$ cat src/rtl/cdc_2phase_rr_mux.sv
`default_nettype none
// cdc_2phase_rr_mux: round-robin valid/ready scheduler feeding a single CDC source port.
// Grant is frozen while a beat waits; optional multi-beat bursts per grant. Rev 1.0
module cdc_2phase_rr_mux #(
  parameter int  NumIn     = 4,
  parameter int  DataWidth = 32,
  parameter int  MaxBurst  = 1,
  parameter int  CntWidth  = 16,
  localparam int IdxWidth  = (NumIn > 1) ? $clog2(NumIn) : 1
) (
  input  logic                       clk_i,
  input  logic                       rst_ni,
  input  logic                       flush_i,
  input  logic [NumIn*DataWidth-1:0] in_data_i,
  input  logic [NumIn-1:0]           in_valid_i,
  output logic [NumIn-1:0]           in_ready_o,
  output logic [DataWidth-1:0]       out_data_o,
  output logic [IdxWidth-1:0]        out_idx_o,
  output logic                       out_valid_o,
  input  logic                       out_ready_i,
  output logic                       busy_o,
  output logic [CntWidth-1:0]        xfer_cnt_o
);

  localparam int BurstWidth = (MaxBurst > 1) ? $clog2(MaxBurst) : 1;
  localparam int IdxSpan    = 1 << IdxWidth;

  typedef enum logic [1:0] {
    IDLE  = 2'd0,
    HOLD  = 2'd1,
    BURST = 2'd2
  } state_t;

  state_t                state_q, state_d;
  logic [IdxWidth-1:0]   rr_q, rr_d;
  logic [IdxWidth-1:0]   gnt_q, gnt_d;
  logic [BurstWidth-1:0] burst_q, burst_d;
  logic [CntWidth-1:0]   cnt_q, cnt_d;

  logic [IdxSpan-1:0]    valid_pad;
  logic                  gnt_valid;
  logic                  burst_end;
  logic                  use_gnt;
  logic [IdxWidth-1:0]   rr_eff;
  logic [IdxWidth-1:0]   arb_idx;
  logic [IdxWidth-1:0]   winner;
  logic [BurstWidth-1:0] burst_eff;
  logic                  valid;
  logic                  hs;
  int                    scan_pos;

  function automatic logic [IdxWidth-1:0] next_idx(input logic [IdxWidth-1:0] i);
    if (int'(i) >= NumIn - 1) return '0;
    else return i + IdxWidth'(1);
  endfunction

  // Padding to a power of two keeps every index select in range, including NumIn==1.
  assign valid_pad = IdxSpan'(in_valid_i);

  always_comb begin
    gnt_valid = valid_pad[gnt_q];
    burst_end = (state_q == BURST) && !gnt_valid;
    use_gnt   = (state_q == HOLD) || ((state_q == BURST) && gnt_valid);
    rr_eff    = burst_end ? next_idx(gnt_q) : rr_q;
    burst_eff = burst_end ? '0 : burst_q;
    // Descending scan so the candidate closest to rr_eff is written last and wins.
    arb_idx   = '0;
    scan_pos  = 0;
    for (int k = NumIn - 1; k >= 0; k--) begin
      scan_pos = int'(rr_eff) + k;
      if (scan_pos >= NumIn) scan_pos = scan_pos - NumIn;
      if (valid_pad[IdxWidth'(scan_pos)]) arb_idx = IdxWidth'(scan_pos);
    end
    winner = use_gnt ? gnt_q : arb_idx;
    valid  = !flush_i && valid_pad[winner];
    hs     = valid && out_ready_i;
  end

  always_comb begin
    out_data_o = '0;
    in_ready_o = '0;
    for (int i = 0; i < NumIn; i++) begin
      if (winner == IdxWidth'(i)) begin
        out_data_o    = in_data_i[i*DataWidth +: DataWidth];
        in_ready_o[i] = hs;
      end
    end
  end

  assign out_idx_o   = winner;
  assign out_valid_o = valid;
  assign busy_o      = (state_q != IDLE);
  assign xfer_cnt_o  = cnt_q;

  always_comb begin
    state_d = state_q;
    rr_d    = rr_q;
    gnt_d   = gnt_q;
    burst_d = burst_q;
    cnt_d   = cnt_q;
    if (flush_i) begin
      state_d = IDLE;
      rr_d    = '0;
      gnt_d   = '0;
      burst_d = '0;
      cnt_d   = '0;
    end else begin
      if (burst_end) begin
        state_d = IDLE;
        rr_d    = rr_eff;
        burst_d = '0;
      end
      if (hs) begin
        cnt_d = cnt_q + CntWidth'(1);
        if (int'(burst_eff) + 1 < MaxBurst) begin
          state_d = BURST;
          gnt_d   = winner;
          burst_d = burst_eff + BurstWidth'(1);
        end else begin
          state_d = IDLE;
          rr_d    = next_idx(winner);
          burst_d = '0;
        end
      end else if (valid && !use_gnt) begin
        state_d = HOLD;
        gnt_d   = winner;
      end
    end
  end

  always_ff @(posedge clk_i or negedge rst_ni) begin
    if (!rst_ni) begin
      state_q <= IDLE;
      rr_q    <= '0;
      gnt_q   <= '0;
      burst_q <= '0;
      cnt_q   <= '0;
    end else begin
      state_q <= state_d;
      rr_q    <= rr_d;
      gnt_q   <= gnt_d;
      burst_q <= burst_d;
      cnt_q   <= cnt_d;
    end
  end

`ifndef SYNTHESIS
  // A beat offered to the CDC source must not be withdrawn or altered before acceptance.
  hold_valid_a: assert property (@(posedge clk_i) disable iff (!rst_ni || flush_i)
    (state_q == HOLD) |-> gnt_valid);
  hold_data_a: assert property (@(posedge clk_i) disable iff (!rst_ni || flush_i)
    (state_q == HOLD) |-> $stable(out_data_o));
`endif

endmodule
`default_nettype wire

$ cat config.mk
export PLATFORM = sky130hd
export DESIGN_NAME = cdc_2phase_rr_mux
export DESIGN_NICKNAME = d
export VERILOG_FILES = /design/src/rtl/cdc_2phase_rr_mux.sv
export SDC_FILE = /design/constraint.sdc
export NUM_CORES = 1
export LEC_CHECK = 0
export CORE_ASPECT_RATIO = 0.7
export CORE_MARGIN = 2
export CORE_UTILIZATION = 35
export DETAILED_ROUTE_END_ITERATION = 10
export HOLD_SLACK_MARGIN = 0.12
export PLACE_DENSITY = 0.89
export SETUP_SLACK_MARGIN = 0.5
export SKIP_CTS_REPAIR_TIMING = 1
export SLEW_MARGIN = 25
export SYNTH_ARGS = -nofsm -noshare
export SYNTH_HDL_FRONTEND = slang
export SYNTH_SLANG_ARGS = --single-unit
$ cat constraint.sdc
create_clock -name clk_i -period 3.8 [get_ports clk_i]
set_input_delay 0.95 -clock clk_i [delete_from_list [all_inputs] [get_ports clk_i]]
set_output_delay 0.95 -clock clk_i [all_outputs]
set_load 0.01 [all_outputs]
==> flow_summary.json, run 1 <==
{
  "synth_sequential_area_ratio_pct": 20.98,
  "ff_latch_area_sq_um": 525.5,
  "synth-edff-count": 0,
  "final_min_period_over_clock_period_pct": 97.90,
  "detailed_place.area_sq_um": 4826,
  "clkTransAtPathRegs_ns": 0.07,
  "finalSetupViolations": 0,
  "synth.area.top_cells": "sky130_fd_sc_hd__dfrtp_1 21%, sky130_fd_sc_hd__a21oi_1 17%, sky130_fd_sc_hd__nand2_1 11%",
  "cts.htree.levels": 1,
  "reg2reg_depth": 10,
  "synthesis.area_per_instance_sq_um": 5.993,
  "rr_endpoint": "xfer_cnt_o[7]$_DFFE_PN0P_",
  "finalSetupTns_ns": 0,
  "report.final.slew_viol_count": 0,
  "grt_setup_unrepaired": "yes",
  "timing.critical_path.required_ns": 2.85,
  "floorplan.rows": 25,
  "globalplace.congestion": 0.9093,
  "input_output_buffers": 191,
  "design.die.area_sq_um": 7861,
  "worst_pin_slew_ns": 0.5159,
  "crit_arrival_ns": 2.77,
  "area_delta_synth_final_pct": 101.3,
  "drt_iter0_drc": 182,
  "yosys.cell_count.top_type": "sky130_fd_sc_hd__a21oi_1",
  "worstPathCellList": "buf_8 -> o211ai_1 -> a21oi_2 -> o31ai_4 -> inv_2 -> ha_4 -> clkbuf_16 -> nand2_2 -> nor2_1 -> a21oi_1 -> nor2_1 -> a21oi_1 -> o21ai_2 -> buf_2",
  "result_of_the_run": "finished, final reports clean",
  "async_reset_ff_share_pct": 100.0,
  "diodes": 0,
  "worst-path-max-fanout": 8,
  "synth_cell_types": 40,
  "terminating_pin_of_the_worst_hold_path": "xfer_cnt_o[15]$_DFFE_PN0P_",
  "hold_depth": 2,
  "final_layout_size_suffix_gt1_share_pct": 26.05,
  "detail_route.drc_violations": 0,
  "worst_setup_path_end_kind": "primary output",
  "period_minus_slack_ns": 3.720,
  "yosysTopAreaCell": "sky130_fd_sc_hd__dfrtp_1",
  "finalPower_mw": 1.840,
  "floorplan.initialDensity_pct": 36.57,
  "routed-via-count": 3846,
  "cell_area_after_synthesis_sq_um": 2505,
  "worst_setup_path_start_kind": "primary input",
  "yosys.area.top_type_share_pct": 20.98,
  "cts.sink_count": 21,
  "critical-path-max-stage-delay_ns": 0.26,
  "drt_pre_antenna_iters": 4,
  "ant_nets": 0,
  "layout.cell_area.non_filler_sq_um": 5044,
  "flop_and_latch_count_out_of_synthesis": 21,
  "fmaxAchievable_ghz": 0.2688,
  "peakVddDrop_mv": 0.1895,
  "antenna_found_initial": 0,
  "worstHoldPathType": "register to register",
  "fp.dieH_microns": 74.78,
  "grt_overflow": 0,
  "clockBufferDepth": 2,
  "route.detailed.wl_per_inst_microns": 15.84,
  "clock_tree.root_cell": "sky130_fd_sc_hd__clkbuf_8",
  "yosys_warnings": 0,
  "max-slew-margin-rel_pct": 65.50,
  "timing.max_cap.violations": 0,
  "cts_buffers": 3,
  "synth_cells": 418,
  "dp.final_hpwl_microns": 8470,
  "hp-start": "xfer_cnt_o[15]$_DFFE_PN0P_",
  "grt.total_usage_pct": 24.33,
  "rr_startpoint": "rr_q[1]$_DFF_PN0_",
  "dp_slack_ns": -0.7191,
  "grt_pass1_vias": 3427,
  "die_w_microns": 105.1,
  "cellPowerDensity_nw_per_um2": 364.9,
  "maximum_number_of_pins_on_one_net_before_global_route_repair": 43,
  "clock-skew-final_ns": 0.003116,
  "timing_worst_setup_path_type": "primary input to primary output",
  "num-fill-cells": 524,
  "final_nets": 760,
  "reg2reg_setup_slack_ns": 1.02,
  "synth.net_count": 559,
  "clk-insertion-delay-late_ns": 0.26,
  "hold_viol": 0,
  "synth_common_cells": "84 x sky130_fd_sc_hd__a21oi_1, 73 x sky130_fd_sc_hd__nand2_1, 72 x sky130_fd_sc_hd__nor2_1",
  "power_leakage_nw": 2.072,
  "critPathSlowestCell": "sky130_fd_sc_hd__o211ai_1",
  "final_core_utilization_pct": 73.63,
  "synth_ff_type": "sky130_fd_sc_hd__dfrtp_1",
  "io_pins": 192,
  "routed_wirelength_microns": 11280,
  "grt_pass1_wl_microns": 15770,
  "multi_input_area_sq_um": 2121,
  "finalWorstSetupSlack_ns": 0.07979,
  "cts_tree": "built",
  "placeableCoreArea_sq_um": 6850,
  "post_drt_via_cell_ratio": 5.402
}
[where the power goes]
group | total (mW) | internal (mW) | switching [mW]
combinational | 1.44 | 0.698 | 0.742
sequential | 0.252 | 0.234 | 0.0179
clock | 0.147 | 0.0747 | 0.0727
total | 1.84 | 1.01 | 0.833
[critical path, delay by kind of cell]
family | cells | cell delay, ns
AOI/OAI and AO/OA | 6 | 0.95
and+or+nand+nor | 3 | 0.16
buffers and inverters | 4 | 0.49
adders and majority gates | 1 | 0.21
[flip-flops by register name, summed over array words and instances, names as in the netlist]
signal	count
xfer_cnt_o	16
gnt_q	2
rr_q	2
state_q	1
[final cells by class]
| class | count | share of cell area [%] |
|---|---|---|
| Inverter | 6 | 0.4465 |
| Tap cell | 94 | 2.332 |
| Multi-Input combinational cell | 352 | 42.05 |
| Sequential cell | 21 | 10.42 |
| Clock buffer | 4 | 0.8931 |
| Timing Repair Buffer | 235 | 43.86 |
[metal layers]
layer	share of wire, %	vias up	global-route usage, %
met5	0	-	0
met4	2.0	0	6.222
met3	5.5	24	3.810
met2	49	160	45.45
met1	43	1790	29.97
li1	-	1872	-
[stage by stage]
step                instances  hold WS [ns]
finish                    712        0.5669
global route              712        0.6071
CTS                       703        0.5673
detailed placement        699        0.5576
global placement          699        0.5294
floorplan                 418        0.5717
[how the worst max path moves through the flow]
| stage | start | cells past startpoint | slack, ns | to |
|---|---|---|---|---|
| after global placement | in_valid_i[0] | 14 | -0.61 | out_data_o[27] |
| after CTS | in_valid_i[0] | 13 | -0.72 | out_data_o[10] |
| after floorplan | in_valid_i[1] | 13 | 0.26 | out_data_o[21] |
| final | in_valid_i[0] | 14 | 0.08 | out_data_o[21] |
| after detailed placement | in_valid_i[0] | 13 | -0.72 | out_data_o[10] |
| after global routing | in_valid_i[0] | 13 | -0.03 | out_data_o[24] |
[cell families after synthesis]
family                     synth area share [%]
adders and majority gates                 2.498
and+or+nand+nor                           33.87
AOI/OAI and AO/OA                         34.02
muxes                                    0.8491
DFF                                       20.98
buffers and inverters                     7.792
[placed cells by master (no fill, tap or decap), drive strengths merged, types with 2 or more instances in the layout]
cell           instances
o31ai                 11
buf                   62
o31a                   2
nand2                 73
nand3                  5
nor3                   4
dfrtp                 21
o211ai                 3
a21oi                 84
nor3b                  4
a221oi                 2
dlymetal6s2s           2
inv                    6
clkbuf                27
clkdlybuf4s50        148
nand4                  3
nand2b                 2
o21ai                 44
or3                    6
nor2                  72
nor2b                  4
ha                     5
or4                   10
o21bai                 3
Note: power is estimated with default switching activity, not from simulation.
==> inputs of run 2 (changes only) <==
--- a/config.mk
+++ b/config.mk
@@ -13,7 +13,7 @@
 export PLACE_DENSITY = 0.89
 export SETUP_SLACK_MARGIN = 0.5
 export SKIP_CTS_REPAIR_TIMING = 1
-export SLEW_MARGIN = 25
+export SLEW_MARGIN = 20
 export SYNTH_ARGS = -nofsm -noshare
 export SYNTH_HDL_FRONTEND = slang
 export SYNTH_SLANG_ARGS = --single-unit
==> run 2 against run 1 <==
Net effect: worst hold slack improved by 0.0076 ns; clock skew down 0.0012 ns; first-iteration DRC count shrank 5.5%; wire length fell by 0.56%; largest power group unchanged; combinational power is essentially flat; highest routed layer unchanged; clock power about the same; global-route usage is the same; die area did not move; register-to-register slack barely moved.
==> flow_summary.json, run 2 (synthesized netlist as in run 1, its figures left out) <==
{
  "result_of_the_run": "finished, final reports clean",
  "routed_wirelength_microns": 11210,
  "clock_tree.root_cell": "sky130_fd_sc_hd__clkbuf_8",
  "dp_slack_ns": -0.7191,
  "floorplan.rows": 25,
  "layout.cell_area.non_filler_sq_um": 5049,
  "final_layout_size_suffix_gt1_share_pct": 25.89,
  "grt_pass1_vias": 3427,
  "routed-via-count": 3831,
  "route.detailed.wl_per_inst_microns": 15.75,
  "peakVddDrop_mv": 0.1889,
  "worst_hold_slack_ns": 0.5744,
  "maximum_number_of_pins_on_one_net_before_global_route_repair": 43,
  "finalSetupTns_ns": 0,
  "grt.total_usage_pct": 24.33,
  "io_pins": 192,
  "report.final.slew_viol_count": 0,
  "timing.critical_path.required_ns": 2.85,
  "design.die.area_sq_um": 7861,
  "dp.final_hpwl_microns": 8470,
  "ant_nets": 0,
  "diodes": 0,
  "final_min_period_over_clock_period_pct": 97.87,
  "clk-insertion-delay-late_ns": 0.26,
  "final-instance-count-excl-fill": 712,
  "period_minus_slack_ns": 3.719,
  "critPathSlowestCell": "sky130_fd_sc_hd__o211ai_1",
  "drt_iter0_drc": 172,
  "worst_setup_path_start_kind": "primary input",
  "finalWorstSetupSlack_ns": 0.08107,
  "detail_route.drc_violations": 0,
  "crit_arrival_ns": 2.77,
  "cts_buffers": 3,
  "area_delta_synth_final_pct": 101.5,
  "input_output_buffers": 191,
  "post_drt_via_cell_ratio": 5.381,
  "placedCellCount": 699,
  "clock-skew-final_ns": 0.001902,
  "switching_share_pct": 45.19,
  "fraction_of_power_consumed_by_sequential_logic_pct": 13.7,
  "critical-path-max-stage-delay_ns": 0.26,
  "grt_pass1_wl_microns": 15770,
  "cts_tree": "built",
  "power.switching_uw": 830.6,
  "hold_viol": 0,
  "fp.dieH_microns": 74.78,
  "power_leakage_nw": 2.072,
  "worst_setup_path_end_kind": "primary output",
  "worstHoldPathType": "register to register",
  "die_w_microns": 105.1,
  "cts.sink_count": 21,
  "most-common-layout-cells": "149 x sky130_fd_sc_hd__clkdlybuf4s50_1, 66 x sky130_fd_sc_hd__nand2_1, 64 x sky130_fd_sc_hd__a21oi_1",
  "worstPathCellList": "buf_8 -> o211ai_1 -> a21oi_2 -> o31ai_4 -> inv_2 -> ha_4 -> clkbuf_16 -> nand2_2 -> nor2_1 -> a21oi_1 -> nor2_1 -> a21oi_1 -> o21ai_2 -> buf_2",
  "clockBufferDepth": 2,
  "clkTransAtPathRegs_ns": 0.08,
  "largest_register_ffs": 16,
  "worst-path-max-fanout": 8,
  "p_int_mw": 1.008,
  "power.share.combinational_pct": 78.2,
  "finalSetupViolations": 0,
  "share_clk_of_total_power_pct": 8.1,
  "max-slew-margin-rel_pct": 32.28,
  "mostFrequentLayoutCell": "sky130_fd_sc_hd__clkdlybuf4s50_1",
  "detailed_place.area_sq_um": 4826,
  "antenna_found_initial": 0,
  "final_nets": 760,
  "grt_setup_unrepaired": "yes",
  "floorplan.initialDensity_pct": 36.57,
  "placeableCoreArea_sq_um": 6850,
  "fmaxAchievable_ghz": 0.2689,
  "timing_worst_setup_path_type": "primary input to primary output",
  "timing.max_cap.violations": 0,
  "drt_pre_antenna_iters": 4,
  "cts.htree.levels": 1,
  "globalplace.congestion": 0.9093,
  "worst_pin_slew_ns": 1.013,
  "grt_overflow": 0,
  "cellPowerDensity_nw_per_um2": 364.1
}
[run 2: cell types whose count changed in the layout (fill, tap and decap cells not counted)]
cell,before,now
sky130_fd_sc_hd__clkdlybuf4s50_1,148,149
sky130_fd_sc_hd__buf_2,19,18
[run 2: power by group through the flow]
stage / Combinational [mW] / Clock [mW] / Sequential (mW)
finish: 1.44 / 0.149 / 0.252
global route: 1.56 / 0.163 / 0.255
CTS: 1.37 / 0.151 / 0.251
detailed placement: 1.36 / 0 / 0.255
global placement: 1.33 / 0 / 0.254
floorplan: 0.753 / 0 / 0.252
[run 2: area by class of cell]
cell class              count  area (sq um)
repair buffers            235          2217
multi-input cells         352          2121
fillers                   523          1802
flip-flops and latches     21         525.5
well taps                  94         117.6
clock buffers               4         45.04
inverters                   6         22.52
[run 2: layer usage]
layer | share of wire (%) | wire length, microns | track usage (%) | vias up
li1 | - | - | - | 1873
met4 | 2.1 | 231 | 6.222 | 0
met2 | 49 | 5549 | 45.45 | 160
met1 | 42 | 4726 | 29.97 | 1772
met3 | 6.3 | 706 | 3.810 | 26
met5 | 0 | 0 | 0 | -
[run 2: final timing paths]
check | startpoint | slack [ns] | cells past startpoint | to
max | in_valid_i[0] | 0.08 | 14 | out_data_o[21]
max reg2reg | rr_q[1]$_DFF_PN0_ | 1.02 | 10 | xfer_cnt_o[7]$_DFFE_PN0P_
min reg2reg | xfer_cnt_o[14]$_DFFE_PN0P_ | 0.57 | 2 | xfer_cnt_o[14]$_DFFE_PN0P_
min in group asynchronous | rst_ni | 1.24 | 1 | xfer_cnt_o[0]$_DFFE_PN0P_
min | xfer_cnt_o[14]$_DFFE_PN0P_ | 0.57 | 2 | xfer_cnt_o[14]$_DFFE_PN0P_
max in group asynchronous | rst_ni | 1.95 | 1 | xfer_cnt_o[5]$_DFFE_PN0P_
[run 2: worst max-delay path, delay by kind of cell]
| family | cells | cell delay [ns] |
|---|---|---|
| AOI/OAI and AO/OA | 6 | 0.95 |
| buffers and inverters | 4 | 0.49 |
| adders and majority gates | 1 | 0.21 |
| and+or+nand+nor | 3 | 0.16 |
[run 2: metrics by stage]
step	util (%)	power [mW]
finish	73.70	1.838
global route	73.70	1.976
CTS	71.10	1.768
detailed placement	70.45	1.618
global placement	70.45	1.586
floorplan	-	1.004
==> inputs of run 3 (changes only) <==
--- a/config.mk
+++ b/config.mk
@@ -5,7 +5,6 @@
 export SDC_FILE = /design/constraint.sdc
 export NUM_CORES = 1
 export LEC_CHECK = 0
-export CORE_ASPECT_RATIO = 0.7
 export CORE_MARGIN = 2
 export CORE_UTILIZATION = 35
 export DETAILED_ROUTE_END_ITERATION = 10
==> run 3 against run 2 <==
Net effect: flip-flop and latch count unchanged; final area decreased by 1.6%; total power increased by 0.40%; non-clock buffer count decreased by 8; first-iteration DRC count decreased by 22%; clock power about the same; wire length increased by 5.2%; sequential power about the same; sequential share of layout area increased by 0.17 points; global-route usage about the same; critical path depth unchanged; clock skew increased by 0.0088 ns; largest power group unchanged.
==> flow_summary.json, run 3 (synthesized netlist as in run 1, its figures left out) <==
{
  "peakVddDrop_mv": 0.2593,
  "clkTransAtPathRegs_ns": 0.09,
  "layout.cell_area.non_filler_sq_um": 4966,
  "worst_hold_slack_ns": 0.5625,
  "dp_slack_ns": -0.7399,
  "dp.final_hpwl_microns": 8246,
  "finalWorstSetupSlack_ns": 0.07303,
  "worst_pin_slew_ns": 0.9611,
  "worst_setup_path_start_kind": "primary input",
  "timing_worst_setup_path_type": "primary input to primary output",
  "diodes": 0,
  "post_drt_via_cell_ratio": 5.358,
  "final_min_period_over_clock_period_pct": 98.08,
  "detail_route.drc_violations": 0,
  "routed-via-count": 3783,
  "drt_iter0_drc": 135,
  "cts.sink_count": 21,
  "global_route.usage.met1_pct": 30.05,
  "maximum_number_of_pins_on_one_net_before_global_route_repair": 46,
  "final_layout_size_suffix_gt1_share_pct": 22.62,
  "worst_setup_path_startpoint": "in_valid_i[0]",
  "reg2reg_setup_slack_ns": 1.01,
  "antenna_found_initial": 0,
  "floorplan.initialDensity_pct": 36.47,
  "routed_wirelength_microns": 11790,
  "hp-start": "xfer_cnt_o[15]$_DFFE_PN0P_",
  "cts_tree": "built",
  "critical-path-max-stage-delay_ns": 0.26,
  "placeableCoreArea_sq_um": 6869,
  "drt_pre_antenna_iters": 5,
  "max-slew-margin-rel_pct": 35.73,
  "finalSetupViolations": 0,
  "worstPathCellList": "buf_8 -> o211ai_1 -> a21oi_2 -> o31ai_4 -> inv_2 -> ha_4 -> clkbuf_16 -> nand2_1 -> nor2_1 -> a21oi_1 -> nor2_1 -> a21oi_1 -> o21ai_2 -> clkbuf_2",
  "global_route.peak_usage_layer": "met2",
  "fp.dieH_microns": 88.60,
  "rr_startpoint": "rr_q[1]$_DFF_PN0_",
  "clock-skew-final_ns": 0.01071,
  "detailed_place.area_sq_um": 4761,
  "worst_setup_path_end_kind": "primary output",
  "grt_pass1_wl_microns": 15400,
  "groute.layer.met3.usage_pct": 4.478,
  "clockBufferDepth": 2,
  "report.final.slew_viol_count": 0,
  "ant_nets": 0,
  "timing.critical_path.required_ns": 2.85,
  "power_leakage_nw": 2.063,
  "cts.htree.levels": 1,
  "hold_viol": 0,
  "io_pins": 192,
  "worstHoldPathType": "register to register",
  "fmaxAchievable_ghz": 0.2683,
  "input_output_buffers": 191,
  "grt.total_usage_pct": 24.34,
  "grt_pass1_vias": 3171,
  "grt_setup_unrepaired": "yes",
  "clock_tree.root_cell": "sky130_fd_sc_hd__clkbuf_8",
  "area_delta_synth_final_pct": 98.25,
  "route.detailed.wl_per_inst_microns": 16.70,
  "largest_register_ffs": 16,
  "globalplace.congestion": 0.9006,
  "result_of_the_run": "finished, final reports clean",
  "cts_buffers": 3,
  "most-common-layout-cells": "148 x sky130_fd_sc_hd__clkdlybuf4s50_1, 71 x sky130_fd_sc_hd__a21oi_1, 67 x sky130_fd_sc_hd__nand2_1, 67 x sky130_fd_sc_hd__nor2_1, 21 x sky130_fd_sc_hd__dfrtp_1",
  "clk-insertion-delay-late_ns": 0.26,
  "crit_arrival_ns": 2.78,
  "worst-path-max-fanout": 11,
  "grt_overflow": 0,
  "finalPower_mw": 1.846,
  "design.die.area_sq_um": 7850,
  "final_nets": 752,
  "period_minus_slack_ns": 3.727,
  "grt.met2_usage_pct": 44.02,
  "mostFrequentLayoutCell": "sky130_fd_sc_hd__clkdlybuf4s50_1",
  "floorplan.rows": 30,
  "die_w_microns": 88.60,
  "critPathSlowestCell": "sky130_fd_sc_hd__o31ai_4",
  "timing.max_cap.violations": 0,
  "cellPowerDensity_nw_per_um2": 371.6
}
-- run 3: cell types whose count changed in the layout (fill, tap and decap cells not counted), moves of 2 or more --
cell | previous run | this run
sky130_fd_sc_hd__buf_4 | 29 | 19
sky130_fd_sc_hd__a21oi_1 | 64 | 71
sky130_fd_sc_hd__a21oi_2 | 20 | 13
sky130_fd_sc_hd__nor2_2 | 7 | 5
sky130_fd_sc_hd__nor2_1 | 63 | 67
sky130_fd_sc_hd__dlymetal6s2s_1 | 2 | 4
sky130_fd_sc_hd__nor2_4 | 2 | 0
sky130_fd_sc_hd__buf_6 | 6 | 8
-- run 3: path summary, 6_finish.rpt --
| check | endpoint | depth (start not counted) |
|---|---|---|
| max | out_data_o[17] | 14 |
| min in group asynchronous | xfer_cnt_o[13]$_DFFE_PN0P_ | 1 |
| max in group asynchronous | rr_q[1]$_DFF_PN0_ | 1 |
| max reg2reg | xfer_cnt_o[3]$_DFFE_PN0P_ | 9 |
| min | xfer_cnt_o[15]$_DFFE_PN0P_ | 2 |
| min reg2reg | xfer_cnt_o[15]$_DFFE_PN0P_ | 2 |
-- run 3: layout make-up --
class,count,area (sq um)
clock buffers,3,41.29
multi-input cells,352,2054
well taps,96,120.1
clock inverters,1,7.507
repair buffers,227,2195
inverters,6,22.52
flip-flops and latches,21,525.5
fillers,566,1903
-- run 3: routing by layer --
layer / vias to the layer above / routed length, microns / part of all wire, %
met1: 1736 / 4662 / 40
met4: 0 / 187 / 1.6
met3: 17 / 981 / 8.3
met2: 178 / 5961 / 51
met5: - / 0 / 0
li1: 1852 / - / -
-- run 3: power breakdown --
group	switching [mW]	total, mW	leakage (nW)	internal [mW]
logic	0.755	1.45	1.75	0.690
clock network	0.0766	0.151	0.0217	0.0740
registers	0.0154	0.250	0.290	0.234
-- run 3: worst max-delay path: cells and delay by family --
family | cells | cell delay, ns
buffers and inverters | 4 | 0.52
AO/OA/AOI/OAI | 6 | 0.94
AND/OR/NAND/NOR | 3 | 0.17
adder cells (fa/ha/maj) | 1 | 0.21
-- run 3: through the flow --
step	TNS (ns)	utilization (%)	instances
6_report	0	72.30	706
5_1_grt	-1.335	72.30	706
4_1_cts	-24.63	70.02	696
3_5_place_dp	-24.30	69.31	692
3_3_place_gp	-21.41	69.31	692
2_1_floorplan	0	-	418
